**src/rtl/dma_csr_pkg.sv**
```systemverilog
// Shared constants for the DMA CSR bank: FSM encodings, register word offsets,
// CTRL bit positions and the byte-enable merge helper.
package dma_csr_pkg;

   typedef logic [1:0] csr_state_t;

   localparam csr_state_t ST_IDLE     = 2'd0;
   localparam csr_state_t ST_WR_ACK   = 2'd1;
   localparam csr_state_t ST_RD_WAIT  = 2'd2;
   localparam csr_state_t ST_RD_VALID = 2'd3;

   // Word offsets within a channel window (byte address bits [3:2]).
   localparam logic [1:0] OFF_SRC  = 2'd0;
   localparam logic [1:0] OFF_DST  = 2'd1;
   localparam logic [1:0] OFF_LEN  = 2'd2;
   localparam logic [1:0] OFF_CTRL = 2'd3;

   localparam int CTRL_GO     = 0;
   localparam int CTRL_IRQ_EN = 1;
   localparam int CTRL_BUSY   = 8;
   localparam int CTRL_DONE   = 9;
   localparam int CTRL_ERR    = 10;

   localparam int CH_STRIDE = 16;

   function automatic logic [31:0] be_merge(input logic [31:0] old_v,
                                            input logic [31:0] new_v,
                                            input logic [3:0]  be);
      logic [31:0] res;
      for (int b = 0; b < 4; b++) begin
         res[b*8 +: 8] = be[b] ? new_v[b*8 +: 8] : old_v[b*8 +: 8];
      end
      return res;
   endfunction

endpackage

```
**src/rtl/dma_csr_chan.sv**
```systemverilog
// One channel's descriptor registers, sticky DONE/ERR status and GO pulse.
module dma_csr_chan
   import dma_csr_pkg::*;
(
   input  logic        clk,
   input  logic        reset,
   input  logic        i_wr_en,
   input  logic [1:0]  i_off,
   input  logic [31:0] i_wr_data,
   input  logic [3:0]  i_wr_be,
   input  logic        i_busy,
   input  logic        i_done,
   input  logic        i_err,
   output logic [31:0] o_src,
   output logic [31:0] o_dst,
   output logic [31:0] o_len,
   output logic [31:0] o_rd_data,
   output logic        o_go,
   output logic        o_irq_req
);

   logic [31:0] r_src;
   logic [31:0] r_dst;
   logic [31:0] r_len;
   logic        r_irq_en;
   logic        r_done;
   logic        r_err;
   logic        r_go;

   logic        w_ctrl_wr;
   logic        w_clr_done;
   logic        w_clr_err;
   logic [31:0] w_ctrl;

   assign w_ctrl_wr  = i_wr_en && (i_off == OFF_CTRL);
   assign w_clr_done = w_ctrl_wr && i_wr_be[1] && i_wr_data[CTRL_DONE];
   assign w_clr_err  = w_ctrl_wr && i_wr_be[1] && i_wr_data[CTRL_ERR];

   always_ff @(posedge clk or posedge reset) begin
      if (reset) begin
         r_src    <= '0;
         r_dst    <= '0;
         r_len    <= '0;
         r_irq_en <= 1'b0;
         r_done   <= 1'b0;
         r_err    <= 1'b0;
         r_go     <= 1'b0;
      end else begin
         r_go <= 1'b0;
         if (i_wr_en) begin
            case (i_off)
               OFF_SRC: r_src <= be_merge(r_src, i_wr_data, i_wr_be);
               OFF_DST: r_dst <= be_merge(r_dst, i_wr_data, i_wr_be);
               OFF_LEN: r_len <= be_merge(r_len, i_wr_data, i_wr_be);
               default: begin
                  if (i_wr_be[0]) begin
                     r_irq_en <= i_wr_data[CTRL_IRQ_EN];
                     r_go     <= i_wr_data[CTRL_GO] & ~i_busy;
                  end
               end
            endcase
         end
         // A new status pulse beats a simultaneous W1C.
         r_done <= i_done | (r_done & ~w_clr_done);
         r_err  <= i_err  | (r_err  & ~w_clr_err);
      end
   end

   always_comb begin
      w_ctrl              = '0;
      w_ctrl[CTRL_IRQ_EN] = r_irq_en;
      w_ctrl[CTRL_BUSY]   = i_busy;
      w_ctrl[CTRL_DONE]   = r_done;
      w_ctrl[CTRL_ERR]    = r_err;
   end

   always_comb begin
      case (i_off)
         OFF_SRC: o_rd_data = r_src;
         OFF_DST: o_rd_data = r_dst;
         OFF_LEN: o_rd_data = r_len;
         default: o_rd_data = w_ctrl;
      endcase
   end

   assign o_src     = r_src;
   assign o_dst     = r_dst;
   assign o_len     = r_len;
   assign o_go      = r_go;
   assign o_irq_req = r_irq_en & (r_done | r_err);

endmodule

```
**src/rtl/dma_csr_bank.sv**
```systemverilog
// Multi-channel DMA CSR bank: bus handshake FSM, channel decode, read mux, irq.
// state       | meaning
// ST_IDLE     | waiting for a request, write has priority
// ST_WR_ACK   | write accepted, registers update on exit
// ST_RD_WAIT  | read wait counter running down
// ST_RD_VALID | read accepted, data valid on csr_rd_data_o
module dma_csr_bank
   import dma_csr_pkg::*;
#(
   parameter  int NUM_CH  = 4,
   parameter  int DATA_W  = 32,
   parameter  int RD_WAIT = 2,
   localparam int ADDR_W  = $clog2(NUM_CH) + 4
) (
   input  logic                     clk,
   input  logic                     reset,
   input  logic                     csr_wr_i,
   input  logic                     csr_rd_i,
   input  logic [ADDR_W-1:0]        csr_addr_i,
   input  logic [DATA_W-1:0]        csr_wr_data_i,
   input  logic [DATA_W/8-1:0]      csr_be_i,
   output logic                     csr_wait_rq_o,
   output logic [DATA_W-1:0]        csr_rd_data_o,
   input  logic [NUM_CH-1:0]        ch_busy_i,
   input  logic [NUM_CH-1:0]        ch_done_i,
   input  logic [NUM_CH-1:0]        ch_err_i,
   output logic [NUM_CH*DATA_W-1:0] ch_src_o,
   output logic [NUM_CH*DATA_W-1:0] ch_dst_o,
   output logic [NUM_CH*DATA_W-1:0] ch_len_o,
   output logic [NUM_CH-1:0]        ch_go_o,
   output logic                     irq_o
);

   localparam int         CH_BITS   = (NUM_CH > 1) ? $clog2(NUM_CH) : 1;
   localparam logic [2:0] WAIT_LOAD = (RD_WAIT > 0) ? 3'(RD_WAIT - 1) : 3'd0;

   csr_state_t          r_state;
   csr_state_t          w_state_nxt;
   logic [2:0]          r_wait_cnt;
   logic [DATA_W-1:0]   r_rd_data;
   logic                r_irq;
   logic                w_rd_load;
   logic [CH_BITS-1:0]  w_ch_idx;
   logic [1:0]          w_off;
   logic [NUM_CH-1:0]   w_wr_en;
   logic [NUM_CH-1:0]   w_irq_req;
   logic [DATA_W-1:0]   w_chan_rd [NUM_CH];
   logic [DATA_W-1:0]   w_rd_mux;
   logic                w_addr_unused;

   assign w_off         = csr_addr_i[3:2];
   assign w_addr_unused = ^csr_addr_i[1:0];

   generate
      if (NUM_CH > 1) begin : g_idx
         assign w_ch_idx = csr_addr_i[ADDR_W-1:4];
      end else begin : g_idx_one
         assign w_ch_idx = '0;
      end
   endgenerate

   always_comb begin
      w_state_nxt = r_state;
      w_rd_load   = 1'b0;
      case (r_state)
         ST_IDLE: begin
            if (csr_wr_i) begin
               w_state_nxt = ST_WR_ACK;
            end else if (csr_rd_i) begin
               if (RD_WAIT == 0) begin
                  w_state_nxt = ST_RD_VALID;
                  w_rd_load   = 1'b1;
               end else begin
                  w_state_nxt = ST_RD_WAIT;
               end
            end
         end
         ST_WR_ACK: w_state_nxt = ST_IDLE;
         ST_RD_WAIT: begin
            if (r_wait_cnt == 3'd0) begin
               w_state_nxt = ST_RD_VALID;
               w_rd_load   = 1'b1;
            end
         end
         default: w_state_nxt = ST_IDLE;
      endcase
   end

   always_ff @(posedge clk or posedge reset) begin
      if (reset) begin
         r_state    <= ST_IDLE;
         r_wait_cnt <= 3'd0;
         r_rd_data  <= '0;
         r_irq      <= 1'b0;
      end else begin
         r_state <= w_state_nxt;
         if (r_state == ST_IDLE) begin
            r_wait_cnt <= WAIT_LOAD;
         end else if (r_state == ST_RD_WAIT && r_wait_cnt != 3'd0) begin
            r_wait_cnt <= r_wait_cnt - 3'd1;
         end
         // Holding zero outside RD_VALID keeps the data bus quiet between reads.
         r_rd_data <= w_rd_load ? w_rd_mux : '0;
         r_irq     <= |w_irq_req;
      end
   end

   // Unmapped channel indices match no slot: reads give 0, writes are dropped.
   always_comb begin
      w_rd_mux = '0;
      for (int i = 0; i < NUM_CH; i++) begin
         if (w_ch_idx == CH_BITS'(i)) begin
            w_rd_mux = w_chan_rd[i];
         end
      end
   end

   generate
      for (genvar i = 0; i < NUM_CH; i++) begin : g_ch
         assign w_wr_en[i] = (r_state == ST_WR_ACK) && (w_ch_idx == CH_BITS'(i));

         dma_csr_chan u_chan (
            .clk       (clk),
            .reset     (reset),
            .i_wr_en   (w_wr_en[i]),
            .i_off     (w_off),
            .i_wr_data (csr_wr_data_i),
            .i_wr_be   (csr_be_i),
            .i_busy    (ch_busy_i[i]),
            .i_done    (ch_done_i[i]),
            .i_err     (ch_err_i[i]),
            .o_src     (ch_src_o[i*DATA_W +: DATA_W]),
            .o_dst     (ch_dst_o[i*DATA_W +: DATA_W]),
            .o_len     (ch_len_o[i*DATA_W +: DATA_W]),
            .o_rd_data (w_chan_rd[i]),
            .o_go      (ch_go_o[i]),
            .o_irq_req (w_irq_req[i])
         );
      end
   endgenerate

   assign csr_wait_rq_o = !((r_state == ST_WR_ACK) || (r_state == ST_RD_VALID));
   assign csr_rd_data_o = r_rd_data;
   assign irq_o         = r_irq;

endmodule

```
**config.mk**
```make
export PLATFORM = sky130hd
export DESIGN_NAME = dma_csr_bank
export DESIGN_NICKNAME = d
export VERILOG_FILES = /design/src/rtl/dma_csr_pkg.sv /design/src/rtl/dma_csr_chan.sv /design/src/rtl/dma_csr_bank.sv
export SDC_FILE = /design/constraint.sdc
export NUM_CORES = 1
export LEC_CHECK = 0
export BUFFER_PORTS_ARGS = -buffer_cell sky130_fd_sc_hd__buf_4
export CAP_MARGIN = 5
export CORE_MARGIN = 2
export CORE_UTILIZATION = 54
export DETAILED_ROUTE_END_ITERATION = 6
export PLACE_DENSITY = 0.92
export SLEW_MARGIN = 20
export SYNTH_ARGS = -nofsm -noshare
export SYNTH_HDL_FRONTEND = slang
export SYNTH_SLANG_ARGS = --single-unit
```
**constraint.sdc**
```tcl
create_clock -name clk -period 15.9 [get_ports clk]
set_input_delay 0 -clock clk [delete_from_list [all_inputs] [get_ports clk]]
set_output_delay 0 -clock clk [all_outputs]
set_load 0.01 [all_outputs]
```
==> metrics.cfg, run 1 <==
[run_status]
outcome = finished, final reports clean

[synthesis]
synth_top_cell_by_area = dfrtp_1
synth-simple-area-share_pct = 5.59
syn_nets = 1526
synth_compound_area_share_pct = 7.17
synth_top_area_share_pct = 54.4
synth_area_sq_um = 20100
synth_seq_cells = 438
synth_area_per_cell_sq_um = 13.7
yosys-top-cells-area = dfrtp_1 (54%), mux2_2 (18%), mux2_1 (6.5%), mux2i_1 (3.4%), o221ai_1 (1.6%)
synth_cells = 1466
yosys.cell_types.count = 53
synth.area.mux_share_pct = 29.1
synth_xor_area_share_pct = 0
synth_top_family_by_area = multiplexers
synthAdderAreaFrac_pct = 0.124
yosys_warnings = 0
synth-seq-area-share_pct = 54.4

[place]
routabilityCongestion = 0.874
placed_cells = 2314
place_hpwl_um = 45500
portBuffers = 477

[route]
drc_errors = 0
dr.pass1.iters = 5
postRouteAntennaNets = 0
drt-vias-per-instance = 6.42
first_iter_violations = 1170
wl_per_cell_um = 29.7
routed_wl_um = 73100
dr_total_vias = 15800

[final_layout]
regArea_sq_um = 11000
multi_input_area_sq_um = 8470
fin_cells = 2462
drive_gt1_share_pct = 48.4
fin_nets = 2016
final_common_cell = buf_4
final_cell_mix = buf_4 (487), dfrtp_1 (438), mux2_2 (329)
num-fill-cells = 2288
area_delta_synth_final_pct = 29.5

[critical_path]
path_max_fanout = 24
critPathRequiredTime_ns = 16.34
cp-start-kind = input port
worstSetupPathType = in -> reg
worstPathArrival_ns = 3.76
crit_path_end_kind = register

[clocking]
clk_path_buf_depth = 3
clockRootBuffer = clkbuf_16
hold_buffers = 62
clock_sinks = 438
htree_levels = 2
cts_resized = 0
clkTransAtPathRegs_ns = 0.06
cts_tree = done
post_cts_buffers = 0
insertion_delay_ns = 0.57
cts-buffers-inserted = 45

[floorplan]
core_sq_um = 36700
initial_core_util_pct = 54.9
io_pins = 480
dieArea_sq_um = 38800
fp.dieH_um = 197
rows = 70
fp.dieW_um = 197

[timing]
hold_viol_final = 0
tns_ns = 0
relSlewSlack_pct = 19.4
post-route-period-util_pct = 20.9
maxSlewViolCount = 0
fmax_ghz = 0.302
grt_setup_unrepaired = no
clock_skew_ns = 0.0127
setup_viol = 0
fin_crit_ns = 3.32
worst_pin_slew_ns = 1.21

[grt]
antenna_found_initial = 2
grt_use_total_pct = 37.3
grt.overflow.total = 0
grt_start_max_net_pins = 176
grt_pass1_vias = 16700
grt_pass1_wl_um = 107000

[worst_hold_path]
hp-class = in -> reg

[power]
p_leak_nw = 13.1
power_density_nw_per_um2 = 164
vdd_drop_max_mv = 0.118

[run]
maxCapViolCount = 0

## Yosys cell counts (all sizes together)
| cell type | number |
|---|---|
| a2111oi | 8 |
| o2bb2ai | 20 |
| o31ai | 1 |
| mux4 | 7 |
| o31a | 1 |
| o221a | 1 |
| nand2b | 12 |
| inv | 43 |
| a21o | 1 |
| mux2 | 445 |
| buf | 48 |
| nor2 | 56 |
| nor3b | 1 |
| nor4 | 8 |
| a21oi | 4 |
| a31oi | 1 |
| nor2b | 3 |
| and2b | 3 |
| and3 | 1 |
| nand2 | 44 |
| nand3b | 1 |
| a211oi | 5 |
| nand3 | 9 |
| or2 | 8 |
| or3 | 1 |
| o21ai | 37 |
| o22ai | 14 |
| a221oi | 23 |
| a221o | 30 |
| o221ai | 36 |
| nor3 | 11 |
| nand4 | 5 |
| clkbuf | 61 |
| dfrtp | 438 |
| and2 | 7 |
| a21bo | 1 |
| mux2i | 69 |
| ha | 2 |
## critical path, stage by stage
cell,delay [ns]
dlygate4sd3_1,0.54
buf_4,0.25
and2b_1,1.02
nand2_2,0.80
o21ai_0,0.43
nand2b_1,0.11
dlygate4sd3_1,0.58
## layout make-up
type,instances,share of cell area [%]
repair buffers,552,16.6
clock inverters,18,0.782
clock buffers,65,5.19
inverters,43,0.648
diodes,2,0.0192
flip-flops and latches,438,42.0
well taps,468,2.25
multi-input cells,876,32.5
## logic make-up (layout without fill, tap and decap cells)
| family | Yosys count | in the layout |
|---|---|---|
| AOI/OAI and AO/OA | 183 | 183 |
| adders and majority gates | 2 | 2 |
| buffers and inverters | 152 | 678 |
| DFF | 438 | 438 |
| muxes | 521 | 521 |
| other | 0 | 2 |
| and+or+nand+nor | 170 | 170 |
## registers in the layout, indices dropped and copies added (netlist names)
name / cells
g_ch.u_chan.o_src: 128
r_state: 2
g_ch.u_chan.r_irq_en: 4
g_ch.u_chan.o_dst: 128
g_ch.u_chan.o_go: 4
g_ch.u_chan.o_len: 128
g_ch.u_chan.r_err: 4
csr_rd_data_o: 32
irq_o: 1
r_wait_cnt: 3
g_ch.u_chan.r_done: 4
## metal layers
layer | routed length (um) | GRT usage (%) | vias to the layer above | part of all wire, %
met2 | 35000 | 60.0 | 1026 | 48
li1 | - | - | 6377 | -
met5 | 0 | 0 | - | 0
met1 | 26600 | 45.5 | 8107 | 36
met3 | 6850 | 9.66 | 304 | 9.4
met4 | 4700 | 22.8 | 0 | 6.4
## report_power, final
part / internal (mW) / switching, mW / total [mW]
logic: 0.743 / 0.669 / 1.41
registers: 1.45 / 0.305 / 1.75
clock network: 0.658 / 0.459 / 1.12
## metrics by stage
step	worst slack [ns]	power, mW	cell area (sq um)	hold slack (ns)	util (%)
5_1_grt	12.56	4.44	26100	0.0486	71.1
6_report	12.58	4.28	26100	0.0410	71.1
3_3_place_gp	12.45	3.05	23900	0.173	65.0
3_5_place_dp	12.49	3.12	23900	0.175	65.0
2_1_floorplan	3.70	2.33	20100	0.0735	-
4_1_cts	12.77	4.25	26000	0.0118	71.0
## worst paths after layout
path | slack (ns) | start | cells after the start | endpoint
setup / recovery | 12.58 | csr_addr_i[5] | 7 | g_ch[1].u_chan.r_err$_DFF_PP0_
max in group asynchronous | 13.34 | reset | 5 | g_ch[2].u_chan.o_len[21]$_DFFE_PP0P_
setup reg to reg | 13.22 | r_state[1]$_DFFE_PP0P_ | 5 | g_ch[0].u_chan.r_err$_DFF_PP0_
hold reg to reg | 0.51 | r_state[0]$_DFFE_PP0P_ | 1 | r_state[0]$_DFFE_PP0P_
hold / removal | 0.04 | csr_be_i[2] | 4 | g_ch[1].u_chan.o_len[16]$_DFFE_PP0P_
min in group asynchronous | 0.13 | reset | 3 | csr_rd_data_o[8]$_DFF_PP0_
No activity file was read; power rests on OpenSTA's default activity.
==> run 2: changes to the inputs <==
--- a/config.mk
+++ b/config.mk
@@ -8,9 +8,9 @@
 export BUFFER_PORTS_ARGS = -buffer_cell sky130_fd_sc_hd__buf_4
 export CAP_MARGIN = 5
 export CORE_MARGIN = 2
-export CORE_UTILIZATION = 54
+export CORE_UTILIZATION = 49
 export DETAILED_ROUTE_END_ITERATION = 6
-export PLACE_DENSITY = 0.92
+export PLACE_DENSITY = 0.89
 export SLEW_MARGIN = 20
 export SYNTH_ARGS = -nofsm -noshare
 export SYNTH_HDL_FRONTEND = slang
==> constraint.sdc (replaced) <==
create_clock -name clk -period 3 [get_ports clk]
set_input_delay 0 -clock clk [delete_from_list [all_inputs] [get_ports clk]]
set_output_delay 0 -clock clk [all_outputs]
set_load 0.01 [all_outputs]
==> metrics.cfg, run 2 (synthesized netlist as in run 1, its figures left out) <==
[grt]
antenna_found_initial = 2  ; unchanged
grt_use_total_pct = 33.6  ; -3.8 points
grt.overflow.total = 0  ; unchanged
grt_pass1_wl_um = 105000  ; -1.8%
grt_pass1_vias = 16300  ; -2.7%
grt_start_max_net_pins = 103  ; -41%

[clocking]
clkTransAtPathRegs_ns = 0.06  ; about the same
htree_levels = 2  ; unchanged
cts_resized = 0  ; unchanged
cts-buffers-inserted = 46  ; +2.2%
clk_path_buf_depth = 3  ; unchanged
clockRootBuffer = clkbuf_16
cts_tree = done
clock_sinks = 438  ; unchanged
insertion_delay_ns = 0.58  ; about the same
post_cts_buffers = 0  ; unchanged

[critical_path]
cpMaxStageDelayCell = or2_1
cp.depth = 7  ; unchanged
path_cells = inv_1 -> ha_1 -> ha_1 -> nand3b_1 -> or2_1 -> buf_4 -> nor3_1
critPathTopFamily = simple AND/OR/NAND/NOR gates
reg2reg_from = r_wait_cnt[0]$_DFFE_PP0P_
cp-start-kind = register
crit_path_start = r_wait_cnt[0]$_DFFE_PP0P_
r2r_setup_slack_ns = 0.47  ; -12.75 ns
slowest_delay_ns = 0.91  ; -0.11 ns
r2r_cells = 7  ; +2
worstPathArrival_ns = 2.99  ; -0.77 ns
crit_buf_inv = 2  ; -1
reg2reg_to = csr_rd_data_o[0]$_DFF_PP0_
crit_path_end_kind = register
path_max_fanout = 11  ; -54%
cp_common_cell = ha_1
worstSetupPathType = reg -> reg
critPathRequiredTime_ns = 3.46  ; -12.88 ns
crit_end = csr_rd_data_o[0]$_DFF_PP0_

[timing]
hold_viol_final = 0  ; unchanged
setup_viol = 0  ; unchanged
worst_pin_slew_ns = 1.11  ; -0.0949 ns
maxSlewViolCount = 0  ; unchanged
post-route-period-util_pct = 84.5
grt_setup_unrepaired = no
fmax_ghz = 0.395
timing.hold.ws_ns = 0.0431  ; +0.00214 ns
tns_ns = 0  ; unchanged
fin_crit_ns = 2.53
finalWorstSetupSlack_ns = 0.465  ; -12.12 ns
relSlewSlack_pct = 25.7  ; +6.3 points
clock_skew_ns = 0.0279  ; +0.0152 ns

[run]
maxCapViolCount = 0  ; unchanged

[floorplan]
fp.dieH_um = 207  ; +4.9%
io_pins = 480  ; unchanged
dieArea_sq_um = 42700  ; +10%
rows = 74  ; +5.7%
fp.dieW_um = 207  ; +4.9%
initial_core_util_pct = 49.5  ; -5.3 points
core_sq_um = 40600  ; +11%

[route]
routed_wl_um = 72800  ; -0.53%
routed.top_layer = met4
dr_total_vias = 15700  ; -0.93%
wl_met1_um = 27300  ; +2.5%
wl_per_cell_um = 28.5  ; -4.0%
wl_met3_um = 6570  ; -4.1%
postRouteAntennaNets = 0  ; unchanged
dr_wl_met2_um = 34300  ; -1.8%
drc_errors = 0  ; unchanged
first_iter_violations = 1368  ; +17%
drt-vias-per-instance = 6.14  ; -4.4%
dr.pass1.iters = 5  ; unchanged

[final_layout]
num-fill-cells = 2769  ; +21%
design_area_sq_um = 26400  ; +1.3%
drive_gt1_share_pct = 48.7  ; +0.27 points
area_delta_synth_final_pct = 31.2
final_cell_mix = buf_4 (509), dfrtp_1 (438), mux2_2 (329)
final_common_cell = buf_4
fin_nets = 2047  ; +1.5%

[place]
pre_cts_ws_ns = 0.545  ; -11.94 ns
portBuffers = 477  ; unchanged
routabilityCongestion = 0.878  ; +0.42%
place_area_sq_um = 24300  ; +1.7%
place_hpwl_um = 48800  ; +7.3%

[power]
power_density_nw_per_um2 = 853  ; +420%
vdd_drop_max_mv = 0.655  ; +450%
p_leak_nw = 13.2  ; +1.1%

[run_status]
outcome = finished, final reports clean

[worst_hold_path]
hp-class = in -> reg

[run 2: cell type report]
cell class	instances	area (sq um)	share of cell area (%)
sequential	438	11000	41.5
multi-input combinational	876	8470	32.0
timing repair buffer	582	4640	17.6
clock buffer	68	1330	5.02
tap	532	666	2.52
clock inverter	11	188	0.710
inverter	43	165	0.625
antenna	2	5.00	0.0189
[run 2: stage by stage]
step | util, % | std cells | total power, mW
2_1_floorplan | - | 1466 | 12.3
3_3_place_gp | 59.7 | 2408 | 16.2
3_5_place_dp | 59.7 | 2408 | 16.6
4_1_cts | 65.0 | 2550 | 22.5
5_1_grt | 65.0 | 2551 | 23.4
6_report | 65.0 | 2552 | 22.5
[run 2: timing repair]
item / CTS / global route
endpoints found under the setup margin: 0 / 0
hold endpoints to repair: 429 / 0
hold buffers: 63 / 0
[run 2: worst register-to-register path, stage by stage (launching register included)]
cell and delay [ns]:
dfrtp_1 0.38, inv_1 0.07, ha_1 0.22, ha_1 0.23, nand3b_1 0.27, or2_1 0.91
buf_4 0.29, nor3_1 0.06
[run 2: report_power, final]
group          leakage (nW)  internal [mW]  total (mW)  switching (mW)
sequential             5.87           7.68        9.30            1.62
clock                 0.741           3.47        5.83            2.36
combinational          6.63           3.98        7.41            3.43
total                  13.2           15.1        22.5            7.41
[run 2: layer usage]
layer,up-vias,global-route usage (%)
met3,279,8.56
met1,7944,41.0
li1,6464,-
met2,980,53.8
met4,0,20.6
met5,-,0
[run 2: worst min path at each step]
| stage | from | to | cells past startpoint |
|---|---|---|---|
| 2_1_floorplan | ch_busy_i[0] | g_ch[0].u_chan.o_go$_DFF_PP0_ | 1 |
| 3_3_place_gp | reset | g_ch[1].u_chan.o_src[9]$_DFFE_PP0P_ | 2 |
| 3_5_place_dp | reset | g_ch[1].u_chan.o_src[9]$_DFFE_PP0P_ | 2 |
| 4_1_cts | csr_addr_i[2] | csr_rd_data_o[26]$_DFF_PP0_ | 4 |
| 5_1_grt | csr_addr_i[2] | csr_rd_data_o[24]$_DFF_PP0_ | 4 |
| 6_report | csr_addr_i[2] | csr_rd_data_o[24]$_DFF_PP0_ | 4 |
==> run 3: changes to the inputs <==
--- a/config.mk
+++ b/config.mk
@@ -5,12 +5,13 @@
 export SDC_FILE = /design/constraint.sdc
 export NUM_CORES = 1
 export LEC_CHECK = 0
+export ABC_AREA = 1
 export BUFFER_PORTS_ARGS = -buffer_cell sky130_fd_sc_hd__buf_4
 export CAP_MARGIN = 5
 export CORE_MARGIN = 2
-export CORE_UTILIZATION = 49
+export CORE_UTILIZATION = 54
 export DETAILED_ROUTE_END_ITERATION = 6
-export PLACE_DENSITY = 0.89
+export PLACE_DENSITY = 0.93
 export SLEW_MARGIN = 20
 export SYNTH_ARGS = -nofsm -noshare
 export SYNTH_HDL_FRONTEND = slang
==> constraint.sdc (replaced) <==
create_clock -name clk -period 2.5 [get_ports clk]
set_input_delay 0 -clock clk [delete_from_list [all_inputs] [get_ports clk]]
set_output_delay 0 -clock clk [all_outputs]
set_load 0.01 [all_outputs]
==> metrics.cfg, run 3 <==
[run_status]
outcome = finished, final reports clean

[floorplan]
dieArea_sq_um = 36900  ; -14%
fp.dieW_um = 192  ; -7.0%
io_pins = 480  ; unchanged
initial_core_util_pct = 55.1  ; +5.5 points
rows = 68  ; -8.1%
core_sq_um = 34700  ; -15%
fp.dieH_um = 192  ; -7.0%

[clocking]
cts_resized = 0  ; unchanged
cts-buffers-inserted = 46  ; unchanged
clkTransAtPathRegs_ns = 0.07  ; about the same
insertion_delay_ns = 0.58  ; about the same
cts_tree = done
clk_path_buf_depth = 3  ; unchanged
clockRootBuffer = clkbuf_16
clock_sinks = 438  ; unchanged
htree_levels = 2  ; unchanged

[power]
power_density_nw_per_um2 = 1060  ; +25%
vdd_drop_max_mv = 0.753  ; +15%
p_leak_nw = 12.6  ; -5.2%
power.total_mw = 26.6  ; +18%

[grt]
grt_pass1_vias = 19500  ; +20%
antenna_found_initial = 1  ; -1
grt_use_total_pct = 40.5  ; +6.9 points
grt_pass1_wl_um = 113000  ; +7.6%
grt.overflow.total = 0  ; unchanged
grt_start_max_net_pins = 101  ; -1.9%

[place]
place_area_sq_um = 23000  ; -5.3%
portBuffers = 477  ; unchanged
routabilityCongestion = 0.946  ; +7.8%
place_hpwl_um = 48300  ; -1.0%

[critical_path]
path_max_fanout = 14  ; +3
critPathRequiredTime_ns = 3.00  ; -0.46 ns
path_cells = inv_1 -> nand2_1 -> nor2_4 -> nand2_1 -> nor3_1 -> dlygate4sd3_1
crit_path_end_kind = register
cpMaxStageDelayCell = dlygate4sd3_1
cp-start-kind = register
cp_common_cell = nand2_1
worstPathArrival_ns = 2.93  ; -0.06 ns
worstSetupPathType = reg -> reg
slowest_delay_ns = 0.64  ; -0.27 ns

[final_layout]
area_delta_synth_final_pct = 31.0
final_cell_mix = nand2_1 (910), buf_4 (508), dfrtp_1 (438)
final_common_cell = nand2_1
fin_nets = 2833  ; +38%
num-fill-cells = 2291  ; -17%
drive_gt1_share_pct = 23.0  ; -26 points
design_area_sq_um = 25000  ; -5.2%

[synthesis]
yosys_most_used_dff = dfrtp_1
async_reset_ff_share_pct = 100  ; unchanged
synthAdderAreaFrac_pct = 0.131  ; +0.0066 points
synth_area_per_cell_sq_um = 8.29  ; -40%
synth_compound_area_share_pct = 11.8  ; +4.6 points
synth-simple-area-share_pct = 25.9  ; +20 points
syn_nets = 2366  ; +55%
synth_area_sq_um = 19100  ; -5.0%
synth_commonest_cells = nand2_1 (910), dfrtp_1 (438), o21ai_0 (331)
synth_top_cell_by_area = dfrtp_1
synth_cells = 2306  ; +57%
synth_top_family_by_area = simple AND/OR/NAND/NOR gates
synth_edf_count = 0  ; unchanged
synth.area.mux_share_pct = 0  ; -29 points
yosys_warnings = 0  ; unchanged
synth_seq_cells = 438  ; unchanged
yosys-top-cells-area = dfrtp_1 (57%), nand2_1 (18%), o21ai_0 (8.7%), nand3_1 (3.4%), o21ai_1 (2.4%)
synth_top_area_share_pct = 57.3  ; +2.9 points
synth.most_common_cell = nand2_1
synth_xor_area_share_pct = 0  ; unchanged
yosys.cell_types.count = 27  ; -49%
synth-seq-area-share_pct = 57.3  ; +2.9 points

[route]
dr.pass1.iters = 6  ; +1
wl_per_cell_um = 23.0  ; -19%
postRouteAntennaNets = 0  ; unchanged
drc_errors = 0  ; unchanged
drt-vias-per-instance = 6.19  ; +0.78%
routed_wl_um = 75200  ; +3.4%
first_iter_violations = 2873  ; +110%
dr_total_vias = 20200  ; +29%

[timing]
maxSlewViolCount = 0  ; unchanged
post-route-period-util_pct = 97.1  ; +13 points
relSlewSlack_pct = 49.2  ; +23 points
clock_skew_ns = 0.0188  ; -0.00914 ns
hold_viol_final = 0  ; unchanged
worst_pin_slew_ns = 0.760  ; -0.353 ns
setup_viol = 0  ; unchanged
fmax_ghz = 0.412  ; +4.4%
fin_crit_ns = 2.43  ; -0.106 ns
grt_setup_unrepaired = no

[worst_hold_path]
hp-class = in -> reg

[run]
maxCapViolCount = 0  ; unchanged

[run 3: worst max-delay path: cells and delay by family (launching register included)]
family                 cells  cell delay [ns]
and+or+nand+nor            4             1.21
buffers and inverters      2             0.73
DFF                        1             0.41
[run 3: metrics by stage]
stage | hold WS, ns | util (%) | cells | setup WS [ns] | TNS (ns)
final | 0.00443 | 72.1 | 3266 | 0.0714 | 0
after global routing | 0.00571 | 72.1 | 3265 | 0.0390 | 0
after CTS | 0.00565 | 72.1 | 3265 | 0.226 | 0
after detailed placement | 0.0542 | 66.2 | 3129 | 0.379 | 0
after global placement | 0.0478 | 66.2 | 3129 | 0.479 | 0
after floorplan | 0.0708 | - | 2306 | -3.42 | -1496.77
[run 3: metal layers]
layer	GRT usage [%]	up-vias	part of all wire, %
met5	0	-	0
li1	-	8397	-
met1	50.5	9471	34
met2	62.4	1855	45
met3	10.7	483	13
met4	26.7	0	8.0
[run 3: kinds of logic after synthesis]
family                     count (synthesis)
DFF                                      438
AOI/OAI and AO/OA                        449
buffers and inverters                    210
and+or+nand+nor                         1207
adders and majority gates                  2
[run 3: what timing repair did]
action,in CTS,in global routing
setup buffers,0,0
setup endpoints to repair,0,0
hold buffers,51,0
endpoints found under the hold margin,557,0
[run 3: where the power goes]
group          internal (mW)  switching [mW]  total, mW
sequential              9.15            2.17       11.3
clock                   4.17            2.91       7.08
combinational           3.77            4.43       8.20
[run 3: cell type report]
class	instances	area (sq um)	share of cell area [%]
antenna	1	2.50	0.00999
clock buffer	75	1410	5.65
clock inverter	10	133	0.530
inverter	63	240	0.959
multi-input combinational	1658	7250	29.0
sequential	438	11000	43.8
tap	455	569	2.27
timing repair buffer	566	4460	17.8
[run 3: path summary, 6_finish.rpt]
check                                                          from                              endpoint  slack (ns)  depth (start not counted)
worst max register to register               r_state[1]$_DFFE_PP0P_         g_ch[3].u_chan.o_go$_DFF_PP0_        0.07                          6
max in group asynchronous                                     reset  g_ch[1].u_chan.o_len[18]$_DFFE_PP0P_        1.38                          5
worst max-delay path                         r_state[1]$_DFFE_PP0P_         g_ch[3].u_chan.o_go$_DFF_PP0_        0.07                          6
worst min register to register  g_ch[3].u_chan.r_irq_en$_DFFE_PP0P_   g_ch[3].u_chan.r_irq_en$_DFFE_PP0P_        0.51                          2
min in group asynchronous                                     reset       g_ch[2].u_chan.r_done$_DFF_PP0_        0.02                          3
worst min-delay path                                  csr_addr_i[5]            csr_rd_data_o[9]$_DFF_PP0_       0.004                          5
